--- config.mk ---
export PLATFORM = sky130hd
export DESIGN_NAME = pb_debouncer_multi
export DESIGN_NICKNAME = d
export VERILOG_FILES = /design/src/rtl/pb_debouncer_multi.sv
export SDC_FILE = /design/constraint.sdc
export NUM_CORES = 1
export LEC_CHECK = 0
export ABC_AREA = 0
export CAP_MARGIN = 20
export CORE_UTILIZATION = 40
export DETAILED_ROUTE_END_ITERATION = 6
export GPL_TIMING_DRIVEN = 0
export SLEW_MARGIN = 30
export SYNTH_ARGS = -nofsm -noshare
export SYNTH_HDL_FRONTEND = slang
export SYNTH_SLANG_ARGS = --single-unit
--- constraint.sdc ---
create_clock -name clk -period 2.71 [get_ports clk]
set_clock_uncertainty 0.15 [all_clocks]
set_input_delay 0.271 -clock clk [delete_from_list [all_inputs] [get_ports clk]]
set_output_delay 0.271 -clock clk [all_outputs]
set_load 0.01 [all_outputs]
--- src/rtl/pb_debouncer_multi.sv ---
`default_nettype none
// ============================================================================
// Module      : pb_debouncer_multi
// Description : N-channel push-button debouncer for front-panel button banks.
//               Each channel has a 2-FF synchronizer, a stable-time debounce
//               counter, a debounced level, one-cycle press/release pulses
//               and a one-cycle long-press (hold) pulse. Channels share no
//               state.
// Revision    : 1.0 - initial release
// ----------------------------------------------------------------------------
// Parameters
//   N             number of independent button channels (>= 1)
//   DELAY         consecutive synchronized-mismatch cycles needed to accept a
//                 level change (>= 2)
//   HOLD_CYCLES   cycles the status must stay high after the press before the
//                 hold pulse fires (>= 1)
//   REPEAT_CYCLES auto-repeat period after the hold pulse (>= 1)
//
// Ports
//   clk               in   1  system clock
//   reset             in   1  asynchronous, active-high reset
//   pb                in   N  raw asynchronous button inputs, active-high
//   pb_status         out  N  debounced level, 1 = pressed
//   pb_pressed_pulse  out  N  one-cycle pulse on accepted press
//   pb_released_pulse out  N  one-cycle pulse on accepted release
//   pb_hold_pulse     out  N  one-cycle pulse after HOLD_CYCLES of press
//   pb_repeat_pulse   out  N  one-cycle auto-repeat pulse
//
// Build option
//   PB_AUTOREPEAT_EN  when defined, each channel gets a repeat counter that
//                     fires pb_repeat_pulse every REPEAT_CYCLES cycles after
//                     the hold pulse while the button stays pressed. When not
//                     defined, pb_repeat_pulse is tied to 0. The port list is
//                     the same in both builds.
// ============================================================================
module pb_debouncer_multi #(
    parameter int N             = 4,
    parameter int DELAY         = 15,
    parameter int HOLD_CYCLES   = 1000,
    parameter int REPEAT_CYCLES = 250
) (
    input  logic         clk,
    input  logic         reset,
    input  logic [N-1:0] pb,
    output logic [N-1:0] pb_status,
    output logic [N-1:0] pb_pressed_pulse,
    output logic [N-1:0] pb_released_pulse,
    output logic [N-1:0] pb_hold_pulse,
    output logic [N-1:0] pb_repeat_pulse
);

    // Counter widths are sized so each counter can represent its limit.
    localparam int c_DCNT_W = $clog2(DELAY + 1);
    localparam int c_HCNT_W = $clog2(HOLD_CYCLES + 1);

    // Debounce counter value on the last mismatch cycle before the toggle.
    localparam logic [c_DCNT_W-1:0] c_DCNT_LAST = c_DCNT_W'(DELAY - 1);
    localparam logic [c_DCNT_W-1:0] c_DCNT_ONE  = c_DCNT_W'(1);

    // Hold counter saturates at HOLD_CYCLES; the pulse fires on the edge that
    // moves it from HOLD_CYCLES-1 to HOLD_CYCLES, so it can only fire once.
    localparam logic [c_HCNT_W-1:0] c_HCNT_MAX = c_HCNT_W'(HOLD_CYCLES);
    localparam logic [c_HCNT_W-1:0] c_HCNT_PRE = c_HCNT_W'(HOLD_CYCLES - 1);
    localparam logic [c_HCNT_W-1:0] c_HCNT_ONE = c_HCNT_W'(1);

`ifdef PB_AUTOREPEAT_EN
    localparam int c_RCNT_W = $clog2(REPEAT_CYCLES + 1);
    localparam logic [c_RCNT_W-1:0] c_RCNT_PRE = c_RCNT_W'(REPEAT_CYCLES - 1);
    localparam logic [c_RCNT_W-1:0] c_RCNT_ONE = c_RCNT_W'(1);
`endif

    for (genvar i = 0; i < N; i++) begin : g_ch

        // ------------------------------------------------------------------
        // Per-channel state
        // ------------------------------------------------------------------
        logic                s1_q;
        logic                pb_sync_q;
        logic                status_q,   status_d;
        logic [c_DCNT_W-1:0] dcnt_q,     dcnt_d;
        logic                pressed_q,  pressed_d;
        logic                released_q, released_d;
        logic [c_HCNT_W-1:0] hcnt_q,     hcnt_d;
        logic                hold_q,     hold_d;
        logic                hold_run;

        // ------------------------------------------------------------------
        // Debounce, edge pulses and hold detection
        // ------------------------------------------------------------------
        always_comb begin
            status_d   = status_q;
            dcnt_d     = '0;
            pressed_d  = 1'b0;
            released_d = 1'b0;
            hcnt_d     = '0;
            hold_d     = 1'b0;
            hold_run   = 1'b0;

            // Any agreeing cycle restarts the count, so a glitch shorter than
            // DELAY synchronized cycles never reaches the toggle point.
            if (pb_sync_q != status_q) begin
                if (dcnt_q == c_DCNT_LAST) begin
                    status_d = ~status_q;
                    dcnt_d   = '0;
                end else begin
                    dcnt_d = dcnt_q + c_DCNT_ONE;
                end
            end

            // Pulses are registered alongside the status flop, so they line
            // up with the first cycle the new level is visible.
            pressed_d  =  status_d & ~status_q;
            released_d = ~status_d &  status_q;

            // The hold counter only advances while the button was pressed and
            // stays pressed across this edge. Gating on status_d keeps a hold
            // pulse from coinciding with the release pulse.
            hold_run = status_q & status_d;
            if (hold_run) begin
                if (hcnt_q == c_HCNT_MAX) begin
                    hcnt_d = hcnt_q;
                end else begin
                    hcnt_d = hcnt_q + c_HCNT_ONE;
                end
                hold_d = (hcnt_q == c_HCNT_PRE);
            end
        end

        always_ff @(posedge clk or posedge reset) begin
            if (reset) begin
                s1_q       <= 1'b0;
                pb_sync_q  <= 1'b0;
                status_q   <= 1'b0;
                dcnt_q     <= '0;
                pressed_q  <= 1'b0;
                released_q <= 1'b0;
                hcnt_q     <= '0;
                hold_q     <= 1'b0;
            end else begin
                s1_q       <= pb[i];
                pb_sync_q  <= s1_q;
                status_q   <= status_d;
                dcnt_q     <= dcnt_d;
                pressed_q  <= pressed_d;
                released_q <= released_d;
                hcnt_q     <= hcnt_d;
                hold_q     <= hold_d;
            end
        end

        assign pb_status[i]         = status_q;
        assign pb_pressed_pulse[i]  = pressed_q;
        assign pb_released_pulse[i] = released_q;
        assign pb_hold_pulse[i]     = hold_q;

`ifdef PB_AUTOREPEAT_EN
        // ------------------------------------------------------------------
        // Auto-repeat: runs only once the hold counter has saturated, i.e.
        // on edges after the hold pulse. It sits at 0 on the hold edge and
        // wraps every REPEAT_CYCLES edges, firing on each wrap.
        // ------------------------------------------------------------------
        logic [c_RCNT_W-1:0] rcnt_q, rcnt_d;
        logic                rep_q,  rep_d;
        logic                rep_run;

        always_comb begin
            rcnt_d  = '0;
            rep_d   = 1'b0;
            rep_run = hold_run && (hcnt_q == c_HCNT_MAX);
            if (rep_run) begin
                if (rcnt_q == c_RCNT_PRE) begin
                    rcnt_d = '0;
                    rep_d  = 1'b1;
                end else begin
                    rcnt_d = rcnt_q + c_RCNT_ONE;
                end
            end
        end

        always_ff @(posedge clk or posedge reset) begin
            if (reset) begin
                rcnt_q <= '0;
                rep_q  <= 1'b0;
            end else begin
                rcnt_q <= rcnt_d;
                rep_q  <= rep_d;
            end
        end

        assign pb_repeat_pulse[i] = rep_q;
`else
        assign pb_repeat_pulse[i] = 1'b0;
`endif
    end

endmodule
`default_nettype wire

Word-level counts from Yosys, hierarchy flattened --
Index checks and enable logic that the tools add are counted.
Cells by class: add/sub/neg operators 8, equal/unequal tests 20, muxes and demuxes 28, bitwise operators 20
Operators with widths (number):
- $eq A10 B10 Y1 const B | 8
- $mux W10 | 8
- $add A10 B1 Y10 const B | 4
- $mux W4 | 8
- $add A4 B1 Y4 const B | 4
- $eq A4 B4 Y1 const B | 4
- $and A1 B1 Y1 | 12
- $mux W1 | 12
- $ne A2 B2 Y1 const B | 4
- $not A1 Y1 | 8
- $ne A1 B1 Y1 | 4
Word-level totals: register bits after elaboration 80, input bits 6, word-level logic and storage cells 108

Longest topological paths before layout --
depth in word-level cells 5, mapped depth 5

Worst setup path after synthesis --
Ideal clock, no wire load.
path type reg-to-reg, start point register g_ch[1].hcnt_q[0], end point register g_ch[1].hcnt_q[8], arrival 1.329 ns, data required time 2.480 ns, setup slack 1.151 ns, stages on the path, launching flop included 5, period minus slack after synthesis 1.559 ns, path through dfrtp_1 ha_1 nand3_1 or4_1 a21oi_1
Between the ends: word-level cells in the longest chain between the ends 3, elaborated cells between the ends (all ways) 5, those cells by class add/sub: 1; eq/ne: 2; mux: 2
RTL lines:
- start: declaration | line 83 | logic [c_HCNT_W-1:0] hcnt_q, hcnt_d;
- start signal: assignment | line 146 | hcnt_q <= hcnt_d;
- $add A10 B1 Y10 | line 123 | hcnt_d = hcnt_q + c_HCNT_ONE;
- $mux W10 | line 120 | if (hcnt_q == c_HCNT_MAX) begin
- $mux W10 | line 119 | if (hold_run) begin
Several ways; a longest one is shown, not always the timed one. The select of a mux whose other input is x is not followed. A chain may end at the register's enable or synchronous reset.

Final worst setup path --
start point register g_ch[0].status_q, end point output pb_status[0]
RTL lines:
- start: declaration | line 79 | logic status_q, status_d;
- start signal: assignment | line 142 | status_q <= status_d;
- end: declaration | line 45 | output logic [N-1:0] pb_status,
No word-level cell between the ends.

==> results by group <==
Outcome
  – Status: finished, final reports clean

Synth
  – Syn. warnings: 0
  – Register area share after synthesis: 52.8%
  – Post-Synthesis Cells: 363
  – Avg Inst Size Synth: 10.5 sq um
  – Post-synthesis cell type count: 28
  – Post-Syn Area: 0.00379 sq mm
  – Yosys reg bits: 80

Clock tree
  – Clk buf depth: 2
  – CTS tree: done
  – Clk root buf: clkbuf_8
  – Post-cts sizing count: 0
  – Hold_buf cts: 0
  – Sink Count: 80
  – Clock latency at the later pin of the worst-skew pair: 340 ps
  – H-Tree Depth: 3
  – Total setup buffers inserted after CTS: 0
  – CTS buffer count: 9
  – Clock transition at the registers of the reported paths: 70 ps

Die
  – Die area: 0.00988 sq mm
  – Core Box Area: 0.00920 sq mm
  – Die span in x: 99.4 um
  – Initial core utilization: 41.3%
  – Die Ht: 99.4 um
  – Rows: 35
  – Io pins: 26

Cells and area
  – Layout cell share with drive strength beyond 1: 10.4%
  – Commonest non-fill, non-tap cell in the layout: dfrtp_1
  – Finished Layout Cells: 514
  – Fillcell total: 872
  – Commonest non-fill, non-tap cells in the layout: dfrtp_1, nand3_1, nor2_1, nand2_1, a21oi_1
  – Area grow syn2layout: 15.3%
  – Final Core Density: 47.6%
  – Final design area excluding fillers: 0.00437 sq mm
  – Diode count: 0
  – Nets: 421

Timing
  – Final setup vio count: 0
  – Tcrit/Tclk final: 64.2%
  – Setup TNS: 0 ps
  – Final hold violation count: 0
  – RSZ-0062 raised after global routing: no
  – Slew Viols, Final: 0
  – Fmax: 575 MHz
  – Final min period: 1740 ps

Drt
  – Routed via count: 2605
  – Post-route DRC violation count: 0
  – Via-to-Cell Ratio: 5.07
  – Iter 0 DRT Violations: 75
  – Post-route ant nets: 0
  – Mean routed wirelength per cell: 11.8 um
  – Final wirelength: 6090 um
  – Drt pass-1 iters: 6

Worst setup path
  – Setup CP Type: reg -> out
  – Critical path capture point type: output port
  – Delay-heaviest family, CP: buffers and inverters
  – CP Max Fanout: 2
  – Critical path data arrival time: 1320 ps
  – CP cell instances: buf_4 -> clkdlybuf4s50_1
  – Critical path buffer and inverter count: 2
  – Worst endpoint required time: 2290 ps
  – Crit-path slowest cell: clkdlybuf4s50_1
  – Slowest stage delay, CP: 470 ps
  – Crit start category: flop

GRT
  – GRT overflow: 0
  – Met2 Usage GRT: 21.5%
  – Total GRT Usage: 13.9%
  – Top Usage Layer GRT: met2
  – Vias in the first global route: 2399
  – Met1 Usage GRT: 18.8%
  – GR Layer Usage met3: 2.32%
  – Initial antenna violation count: 0
  – First-pass GRT wire length: 10900 um
  – Largest net degree at the start of global routing: 58

Pwr
  – Leakage: 1.79 nW
  – Max VDD drop: 222 uV
  – PD cells: 494 mW/mm^2
  – Pwr Total: 0.00216 W

Place
  – # port buffers: 21
  – Dpl hpwl: 4210 um
  – RePlAce Congestion: 0.725
  – Placed Area: 0.00419 sq mm
  – Placed cells: 499

Flow run
  – Max Cap Violations: 0

Min path
  – Worst hold path class: in -> async
[flip-flops by register name, summed over array words and instances (netlist names)]
| name | cells |
|---|---|
| g_ch.dcnt_q | 16 |
| g_ch.hcnt_q | 40 |
| g_ch.hold_q | 4 |
| g_ch.pb_sync_q | 4 |
| g_ch.pressed_q | 4 |
| g_ch.released_q | 4 |
| g_ch.s1_q | 4 |
| g_ch.status_q | 4 |
[path summary, 6_finish.rpt]
path,from,endpoint,slack (ps),cells after the start
worst max-delay path,g_ch[0].status_q,pb_status[0],970,2
worst min-delay path,reset,g_ch[3].hold_q,100,2
worst max register to register,g_ch[1].dcnt_q[0],g_ch[1].hold_q,980,5
worst min register to register,g_ch[3].s1_q,g_ch[3].pb_sync_q,200,0
max in group asynchronous,reset,g_ch[0].hcnt_q[8],1770,3
min in group clk,g_ch[3].s1_q,g_ch[3].pb_sync_q,200,0
[final cells by class]
type                            count  area [sq um]  share of cell area (%)
Inverter                           17          68.8                    1.57
Multi-Input combinational cell    245          1580                    36.0
Tap cell                          111           139                    3.18
Clock inverter                      4          45.0                    1.03
Sequential cell                    80          2000                    45.8
Timing Repair Buffer               22           238                    5.43
Buffer                             24           165                    3.78
Clock buffer                       11           141                    3.23
[cells in the mapped netlist, drive strengths merged]
| cell | number | area [sq um] |
|---|---|---|
| nor3 | 4 | 20.0 |
| conb | 1 | 3.75 |
| nand4b | 4 | 35.0 |
| mux2 | 4 | 45.0 |
| a21oi | 23 | 115 |
| buf | 20 | 150 |
| o31ai | 15 | 113 |
| nand3b | 5 | 37.5 |
| xor2 | 15 | 131 |
| nor2 | 29 | 109 |
| o21ai | 8 | 40.0 |
| ha | 16 | 200 |
| clkbuf | 4 | 15.0 |
| nor2b | 3 | 18.8 |
| inv | 17 | 63.8 |
| nand3 | 35 | 180 |
| dfrtp | 80 | 2000 |
| or4 | 14 | 105 |
| or3 | 8 | 50.1 |
| nor3b | 5 | 37.5 |
| nand2 | 24 | 90.1 |
| mux2i | 8 | 80.1 |
| nand2b | 7 | 43.8 |
| xnor2 | 6 | 52.6 |
| nor4 | 3 | 25.0 |
| nand4 | 5 | 31.3 |
[layer usage]
metal	up-vias	share of wire, %
met4	0	2.2
met2	26	46
met1	1250	50
met3	10	2.2
li1	1319	-
met5	-	0
[through the flow]
| step | hold WS [ps] | worst slack [ps] |
|---|---|---|
| finish | 98.8 | 971 |
| CTS | 89.9 | 942 |
| global route | 118 | 798 |
| detailed placement | 192 | 964 |
| floorplan | 152 | 237 |
| global placement | 182 | -1130 |
[kinds of logic after synthesis]
| kind of cell | Yosys count | share of synthesized area, % |
|---|---|---|
| and+or+nand+nor | 146 | 20.6 |
| adders and majority gates | 16 | 5.28 |
| DFF | 80 | 52.8 |
| xor gates and xnor gates | 21 | 4.85 |
| muxes | 12 | 3.30 |
| other | 1 | 0.0988 |
| buffers and inverters | 41 | 6.03 |
| AOI/OAI and AO/OA | 46 | 7.06 |
[report_power, final]
| group | internal [W] | switching [W] |
|---|---|---|
| clock | 0.000442 | 0.000406 |
| combinational | 0.0000332 | 0.0000459 |
| sequential | 0.00121 | 0.0000186 |
Note: power is estimated with default switching activity, not from simulation.
